`config.mk`:
```
export PLATFORM = sky130hd
export DESIGN_NAME = sm_add_arbiter
export DESIGN_NICKNAME = d
export VERILOG_FILES = /design/src/rtl/sm_pkg.sv /design/src/rtl/sm_add_arbiter_rr_pick.sv /design/src/rtl/sm_add_arbiter.sv
export SDC_FILE = /design/constraint.sdc
export NUM_CORES = 1
export LEC_CHECK = 0
export ABC_AREA = 1
export CORE_MARGIN = 2
export CORE_UTILIZATION = 34
export CTS_BUF_LIST = sky130_fd_sc_hd__clkbuf_16
export DETAILED_ROUTE_END_ITERATION = 10
export HOLD_SLACK_MARGIN = 0.06
export PLACE_DENSITY = 0.81
export REMOVE_ABC_BUFFERS = 1
export SLEW_MARGIN = 10
export SYNTH_ARGS = -nofsm -noshare
export SYNTH_HDL_FRONTEND = slang
export SYNTH_HIERARCHICAL = 1
export SYNTH_SLANG_ARGS = --single-unit
```
`constraint.sdc`:
```
create_clock -name clk -period 2.4 [get_ports clk]
set_input_delay 0.48 -clock clk [delete_from_list [all_inputs] [get_ports clk]]
set_output_delay 0.48 -clock clk [all_outputs]
set_load 0.1 [all_outputs]
```
`src/rtl/sm_pkg.sv`:
```
// Shared definitions for the sign-magnitude adder arbiter.
//   - operand / result widths of the sign-magnitude formats
//   - FSM state encoding and the enum built on it
//   - sign-bit positions and the result normalisation helper
package sm_pkg;

    localparam int SM_IN_W  = 8;
    localparam int SM_OUT_W = 9;

    // Sign bit sits in the MSB of both formats.
    localparam int SM_IN_SIGN  = SM_IN_W - 1;
    localparam int SM_OUT_SIGN = SM_OUT_W - 1;

    localparam logic [1:0] S_IDLE = 2'd0;
    localparam logic [1:0] S_ADD  = 2'd1;
    localparam logic [1:0] S_RESP = 2'd2;

    typedef enum logic [1:0] {
        ST_IDLE = S_IDLE,
        ST_ADD  = S_ADD,
        ST_RESP = S_RESP
    } sm_state_t;

    // A zero magnitude is always reported as +0, whatever sign the adder chose.
    function automatic logic [SM_OUT_W-1:0] sm_normalise(input logic [SM_OUT_W-1:0] s);
        if (s[SM_OUT_SIGN-1:0] == '0)
            return '0;
        return s;
    endfunction

endpackage

```
`src/rtl/sm_add_arbiter_rr_pick.sv`:
```
// Round-robin winner selection (purely combinational).
// Ports:
//   req_valid  in   NREQ  request vector
//   rr_ptr     in   IDW   highest-priority index for this search
//   grant      out  NREQ  one-hot winner (all zero when nobody requests)
//   winner     out  IDW   index of the winner
//   any        out  1     at least one request present
module rr_pick #(
    parameter int NREQ = 4,
    parameter int IDW  = 2
) (
    input  logic [NREQ-1:0] req_valid,
    input  logic [IDW-1:0]  rr_ptr,
    output logic [NREQ-1:0] grant,
    output logic [IDW-1:0]  winner,
    output logic            any
);

    logic [2*NREQ-1:0] dbl;
    logic [NREQ-1:0]   rot;
    logic [IDW-1:0]    first;
    logic [IDW:0]      sum;

    always_comb begin
        // Rotate so that rr_ptr lands on bit 0; the doubled vector gives wrap-around.
        dbl = {req_valid, req_valid} >> rr_ptr;
        rot = dbl[NREQ-1:0];

        // Lowest set bit of the rotated vector is the winner's offset from rr_ptr.
        first = '0;
        any   = 1'b0;
        for (int j = NREQ - 1; j >= 0; j--) begin
            if (rot[j]) begin
                first = IDW'(j);
                any   = 1'b1;
            end
        end

        // Rotate back: (rr_ptr + offset) mod NREQ.
        sum = {1'b0, rr_ptr} + {1'b0, first};
        if (sum >= (IDW+1)'(NREQ))
            sum = sum - (IDW+1)'(NREQ);
        winner = sum[IDW-1:0];

        grant = '0;
        if (any)
            grant[winner] = 1'b1;
    end

endmodule

```
`src/rtl/sm_add_arbiter.sv`:
```
// Round-robin arbiter / sequencer sharing one external combinational
// sign-magnitude adder between NREQ requesters.
// Ports:
//   clk, rst                 clock, synchronous active-high reset
//   req_valid/req_a/req_b    per-requester operand pairs (8-bit sign-magnitude)
//   req_ready                one-hot accept, combinational in IDLE
//   add_a/add_b, add_sum     registered operands to / result from the shared adder
//   resp_valid/resp_id/resp_sum/resp_ready   tagged result handshake
//   busy                     high whenever an operation is in flight
module sm_add_arbiter
    import sm_pkg::*;
#(
    parameter int NREQ = 4,
    parameter int IDW  = 2
) (
    input  logic                     clk,
    input  logic                     rst,
    input  logic [NREQ-1:0]          req_valid,
    input  logic [SM_IN_W*NREQ-1:0]  req_a,
    input  logic [SM_IN_W*NREQ-1:0]  req_b,
    output logic [NREQ-1:0]          req_ready,
    output logic [SM_IN_W-1:0]       add_a,
    output logic [SM_IN_W-1:0]       add_b,
    input  logic [SM_OUT_W-1:0]      add_sum,
    output logic                     resp_valid,
    output logic [IDW-1:0]           resp_id,
    output logic [SM_OUT_W-1:0]      resp_sum,
    input  logic                     resp_ready,
    output logic                     busy
);

    sm_state_t          state;
    logic [IDW-1:0]     rr_ptr;
    logic [IDW-1:0]     gnt_id;

    logic [NREQ-1:0]    grant;
    logic [IDW-1:0]     winner;
    logic               any;
    logic [SM_IN_W-1:0] sel_a;
    logic [SM_IN_W-1:0] sel_b;
    logic [IDW-1:0]     next_ptr;

    rr_pick #(
        .NREQ (NREQ),
        .IDW  (IDW)
    ) u_rr_pick (
        .req_valid (req_valid),
        .rr_ptr    (rr_ptr),
        .grant     (grant),
        .winner    (winner),
        .any       (any)
    );

    // One-hot operand mux driven by the grant vector.
    always_comb begin
        sel_a = '0;
        sel_b = '0;
        for (int i = 0; i < NREQ; i++) begin
            if (grant[i]) begin
                sel_a = sel_a | req_a[i*SM_IN_W +: SM_IN_W];
                sel_b = sel_b | req_b[i*SM_IN_W +: SM_IN_W];
            end
        end
    end

    assign next_ptr = (winner == IDW'(NREQ - 1)) ? '0 : winner + 1'b1;

    // Accept only in IDLE; held off during reset so no transfer can be lost.
    assign req_ready = (state == ST_IDLE && !rst) ? grant : '0;
    assign busy      = (state != ST_IDLE);

    always_ff @(posedge clk) begin
        if (rst) begin
            state      <= ST_IDLE;
            rr_ptr     <= '0;
            gnt_id     <= '0;
            add_a      <= '0;
            add_b      <= '0;
            resp_valid <= 1'b0;
            resp_id    <= '0;
            resp_sum   <= '0;
        end else begin
            case (state)
                ST_IDLE: begin
                    if (any) begin
                        add_a  <= sel_a;
                        add_b  <= sel_b;
                        gnt_id <= winner;
                        rr_ptr <= next_ptr;
                        state  <= ST_ADD;
                    end
                end
                ST_ADD: begin
                    resp_sum   <= sm_normalise(add_sum);
                    resp_id    <= gnt_id;
                    resp_valid <= 1'b1;
                    state      <= ST_RESP;
                end
                ST_RESP: begin
                    if (resp_ready) begin
                        resp_valid <= 1'b0;
                        state      <= ST_IDLE;
                    end
                end
                default: begin
                    state <= ST_IDLE;
                end
            endcase
        end
    end

endmodule
```
Yosys cells after proc, flatten, opt, wreduce, memory -nomap -nowiden
Cells that the tools add are included.

storage, ports and cells
  bits in registers = 34
  logic and storage cells = 68

cells by class
  $add $sub $neg = 3
  $lt $le $gt $ge = 3
  eq/ne operators = 5
  shift operators = 1
  multiplexer cells = 32
  bitwise operators = 6
  reductions and logical operators = 10

operators by type and width
  cell                                                                    count
  8-bit two-way mux                                                       8
  8-bit bitwise OR                                                        6
  9-bit two-way mux                                                       2
  2-bit two-way mux                                                       8
  1-bit two-way mux                                                       9
  8-bit zero test                                                         1
  4-bit two-way mux                                                       2
  8-bit by 2-bit right shift with 4-bit output                            1
  2-bit case mux with 3 select lines                                      1
  2-bit AND reduction                                                     3
  2-bit == test (second input constant)                                   2
  2-bit != test (second input constant)                                   2
  2-bit nonzero test                                                      2
  2-bit by 2-bit adder with 3-bit output                                  1
  3-bit >= comparator (second input constant)                             1
  2-bit by 3-bit < comparator with 1-bit output (second input constant)   1
  2-bit by 1-bit adder with 2-bit output (second input constant)          1
  1-bit demux with 2-bit select                                           1
  2-bit by 1-bit == test with 1-bit output (second input constant)        1
  2-bit by 1-bit >= comparator with 1-bit output (second input constant)  1
  1-bit logical AND                                                       2
  2-bit zero test                                                         1
  1-bit case mux with 2 select lines                                      1
  2-bit by 1-bit subtractor with 2-bit output (second input constant)     1
  1-bit zero test                                                         1

Longest topological paths before layout
  depth in word-level cells = 20
  depth in mapped cells = 18
  mapped depth without buffers = 16

Hierarchy
Netlist, hierarchy kept.

by module, submodules not included
  module          instances  cells an instance  area an instance (µm²)
  sm_add_arbiter  1          254                1691.6
  rr_pick         1          43                 261.5

Worst setup path before layout
OpenSTA, ideal clock, no wires.

  path type = input-to-output
  start point = input port req_valid[1]
  end point = output port req_ready[1]
  data arrival time = 3.296 ns
  data required time = 1.920 ns
  path slack = -1.376 ns
  stages on the path = 15
  path buffers = 2
  path through = nand2_1 -> nand3_1 -> nand2_1 -> nand3_1 -> a21boi_0 -> ha_1 -> xnor2_1 -> inv_1 -> nand2_4 -> nand2_4 -> nor2_2 -> buf_2 -> buf_2 -> inv_1 -> nor2_1

between the ends
  word-level cells in the longest chain between the ends = 14
  elaborated cells between the ends (all ways) = 20

ends and longest elaborated chain
  element                                                                                                                                line                                                        text
  start, declared                                                                                                                        sm_add_arbiter.sv:18                                        input logic [NREQ-1:0] req_valid,
  8-bit by 2-bit right shift with 4-bit output (*)                                                                                       sm_add_arbiter_rr_pick.sv:26                                dbl = {req_valid, req_valid} >> rr_ptr;
  2-bit two-way mux (3 in a row)                                                                                                         sm_add_arbiter_rr_pick.sv:33                                if (rot[j]) begin
  2-bit two-way mux (*)                                                                                                                  sm_add_arbiter_rr_pick.sv:33
  2-bit by 2-bit adder with 3-bit output (*)                                                                                             sm_add_arbiter_rr_pick.sv:40                                sum = {1'b0, rr_ptr} + {1'b0, first};
  3-bit >= comparator or 2-bit by 1-bit subtractor with 2-bit output (tied branches)                                                     sm_add_arbiter_rr_pick.sv:41, sm_add_arbiter_rr_pick.sv:42
  2-bit two-way mux (*)                                                                                                                  sm_add_arbiter_rr_pick.sv:41                                if (sum >= (IDW+1)'(NREQ))
  net winner[1]                                                                                                                          sm_add_arbiter.sv:37                                        logic [IDW-1:0] winner;
  2-bit by 3-bit < comparator with 1-bit output (implied by the code) or 2-bit by 1-bit >= comparator with 1-bit output (tied branches)  sm_add_arbiter_rr_pick.sv:47                                grant[winner] = 1'b1;
  1-bit logical AND (implied by the code)                                                                                                sm_add_arbiter_rr_pick.sv:47
  1-bit two-way mux (implied by the code)                                                                                                sm_add_arbiter_rr_pick.sv:47
  1-bit demux with 2-bit select (*)                                                                                                      n/a
  4-bit two-way mux (*)                                                                                                                  sm_add_arbiter_rr_pick.sv:46                                if (any)
  net grant[1]                                                                                                                           sm_add_arbiter.sv:36                                        logic [NREQ-1:0] grant;
  4-bit two-way mux (*)                                                                                                                  sm_add_arbiter.sv:69                                        assign req_ready = (state == ST_IDLE && !rst) ? grant : '0;
  end, declared                                                                                                                          sm_add_arbiter.sv:21                                        output logic [NREQ-1:0] req_ready,

The timed path passes the listed nets; every way through them passes the cells marked *.

Final worst setup path
  start point = register rr_ptr[0]
  end point = output port req_ready[2]

between the ends
  elaborated cells between the ends (all ways) = 20

RTL lines
  element                                           line                          text
  start, declared                                   sm_add_arbiter.sv:33          logic [IDW-1:0] rr_ptr;
  start signal, assigned                            sm_add_arbiter.sv:89          rr_ptr <= next_ptr;
  8-bit by 2-bit right shift with 4-bit output (*)  sm_add_arbiter_rr_pick.sv:26
  1-bit two-way mux (3 in a row)                    sm_add_arbiter_rr_pick.sv:33
  1-bit two-way mux (*)                             sm_add_arbiter_rr_pick.sv:33
  net any                                           sm_add_arbiter.sv:38          logic any;
  4-bit two-way mux (*)                             sm_add_arbiter_rr_pick.sv:46
  net grant[2]                                      sm_add_arbiter.sv:36
  4-bit two-way mux (*)                             sm_add_arbiter.sv:69

Marked as above.

==> qor.csv <==
metric,value,unit
status,"complete, but fails checks",
violations,setup timing,
crit_type,flop to output pin,
p_leak,1.55,nW
crit_path_max_incr_delay,410,ps
cts_root_buf,clkbuf_16,
grt_util_met2,34.9,%
io_pins,113,
final-hold-violation-count,0,
grt_util_met1,20.8,%
p_int,0.00284,W
cp.arrival,2260,ps
clk_pin_slew,60,ps
areaGrowthSynthToFinish,83.0,%
slowest_stage,dfxtp_4,
grt_first_pass_wirelength,9740,µm
place.gp.congestion,0.876,
busiest_layer,met2,
grt_use_total,19.1,%
drt_iter0_drc,75,
yosys_warnings,6,
gr-total-overflow,0,
fin_ws,-342,ps
die_w,79.8,µm
grtUsageMet3,6.79,%
initial_utilization,35.3,%
coreArea,5540,µm²
ctsHoldBuffers,0,
switchingPower,0.00338,W
cts_tree,yes,
netlist_area,1950,µm²
crit_path_end_kind,output pin,
worstPathRequired,1920,ps
syn_inst,297,
start_kind,flop,
fin_setup_tns,-1260,ps
path_max_fanout,6,
drtPass1Iterations,4,
hold_path_class,flop to flop,
cpMostUsedCell,buf_4,
die_h,79.8,µm
crit_buf_inv,7,
dp_hpwl,4550,µm
drv_slew,0,
final_common_cell,clkdlybuf4s50_1,
yosysUniqueCellTypes,28,
setup_viol,4,
nets,505,
finClkSkew,3.76,ps
worst-slew-pin-transition,438,ps
synth.avg_cell_area,6.58,µm²
p_sw_share,54.3,%
cap_violations,0,
routed-via-count,2355,
cts_buffers,5,
antenna_found_initial,0,
irDropWorstVdd,1.43,mV
worstPathCellList,nand2_1 > nand3_2 > nand2_2 > buf_4 > buf_4 > buf_4 > buf_4 > nand2_4 > inv_2 > nand2_4 > nand2_2 > a21oi_2 > inv_1 > nor2_4 > buf_12,
num_antenna_cells,0,
clock_sinks,34,
crit_family,buffers and inverters,
grt_max_degree,32,
grt_pass1_vias,2328,
finalWirelength,6080,µm
drc,0,
max_clock_freq,0.365,GHz
p_per_area,1740,nW/µm²
final_cell_mix,"clkdlybuf4s50_1 (75), nand2_1 (71), nor2_1 (61)",
finalPower,0.00622,W
clkPwrFrac,13.4,%
worstSkewPairLatency,270,ps
ys_ff_latch,34,
drive_gt1_share,28.3,%
io_buffer_count,112,
period_minus_slack,2740,ps
die_area,6370,µm²
rsz0062_at_grt,yes,
yosysSeqAreaShare,34.8,%
place_ws,-808,ps
wl_per_cell,12.3,µm
rows,27,
p_comb_share,72.3,%
slew_headroom,70.7,%
final_antenna_net_count,0,
detail_route.vias_per_cell,4.75,
pwr-share-seq,14.3,%
post-route-util,64.5,%
htreeDepth,2,
min_period_over_period,114,%
cts_max_path_buffers,2,
synthesized netlist by cell type:
library cell  number  area [µm²]
nor2_2             6        37.5
o21ai_1           10        50.1
nand3b_1           1        7.51
inv_2              5        18.8
clkbuf_1           3        11.3
buf_4              1        7.51
clkbuf_2           1        5.00
inv_1             10        37.5
xnor2_1            1        8.76
nand4_1           16         100
inv_6              1        8.76
buf_12             1        20.0
a21boi_0           1        7.51
clkinv_4           1        8.76
a31oi_1            1        6.26
nand3_4            1        17.5
nand2_1           77         289
a21oi_1            4        20.0
nor2_8             1        20.0
buf_2              8        40.0
nand3_1            9        45.0
nand2_4            5        56.3
nand2_2            6        37.5
ha_1               2        25.0
dfxtp_1           34         681
buf_6              2        22.5
o21ai_0           24         120
nor2_1            65         244
flip-flops by register name (all words and copies together), names as in the netlist:
register / count
rr_ptr: 2
add_a: 8
state: 2
add_b: 8
resp_valid: 1
resp_id: 2
resp_sum: 9
gnt_id: 2
path summary, 6_finish.rpt:
check	startpoint	endpoint	slack (ps)	cells past startpoint
max	rr_ptr[0]	req_ready[2]	-340	15
min	gnt_id[0]	gnt_id[0]	500	2
max reg2reg	rr_ptr[0]	rr_ptr[0]	60	17
min reg2reg	gnt_id[0]	gnt_id[0]	500	2
power groups by stage:
stage | combinational (W) | sequential, W | clock, W
3_3_place_gp | 0.00401 | 0.000875 | 0
5_1_grt | 0.00490 | 0.000917 | 0.000879
2_1_floorplan | 0.00184 | 0.00194 | 0
3_5_place_dp | 0.00405 | 0.000883 | 0
4_1_cts | 0.00442 | 0.000885 | 0.000848
6_report | 0.00450 | 0.000891 | 0.000832
timing repair:
item,in CTS,in global routing
setup endpoints to repair,22,22
resized for setup,42,15
pin swaps,22,13
buffers inserted,8,1
metal layers:
layer  vias to the layer above  part of all wire [%]
met4                         0                  0.71
met2                        92                    50
met5                         -                     0
li1                       1205                     -
met3                         4                   8.8
met1                      1054                    40
worst register-to-register path, stage by stage (launching register included):
cell and delay (ps):
dfxtp_4 410, inv_6 60, nand2_4 60, nand3_2 80, nand2_2 100, nand3_2 70
a21boi_2 160, ha_4 180, xnor2_4 140, inv_2 70, nand2_4 100, nand2_4 80
buf_4 140, buf_4 140, ha_4 150, o21ai_2 130, o21ai_1 70, nor2_1 130
area by class of cell:
type | count | area [µm²]
clock inverter | 3 | 68.8
clock buffer | 5 | 125
inverter | 17 | 78.8
fill | 517 | 1970
multi-input combinational | 230 | 1260
sequential | 34 | 686
timing repair buffer | 135 | 1270
tap | 72 | 90.1
kinds of logic (layout without fill, tap and decap cells):
family / count (synthesis) / in the layout / share of synthesized area, %
fa+ha+maj: 2 / 2 / 1.28
xor+xnor: 1 / 1 / 0.449
compound gates: 40 / 40 / 10.4
simple gates: 187 / 187 / 43.8
buf+inv: 33 / 160 / 9.23
flops: 34 / 34 / 34.8
stage by stage:
step	area, µm²	instances	hold WS [ps]
finish	3570	496	499
global route	3570	496	533
CTS	3530	498	500
detailed placement	3150	482	487
global placement	3150	482	471
floorplan	1850	281	450
Note: power is estimated with default switching activity, not from simulation.
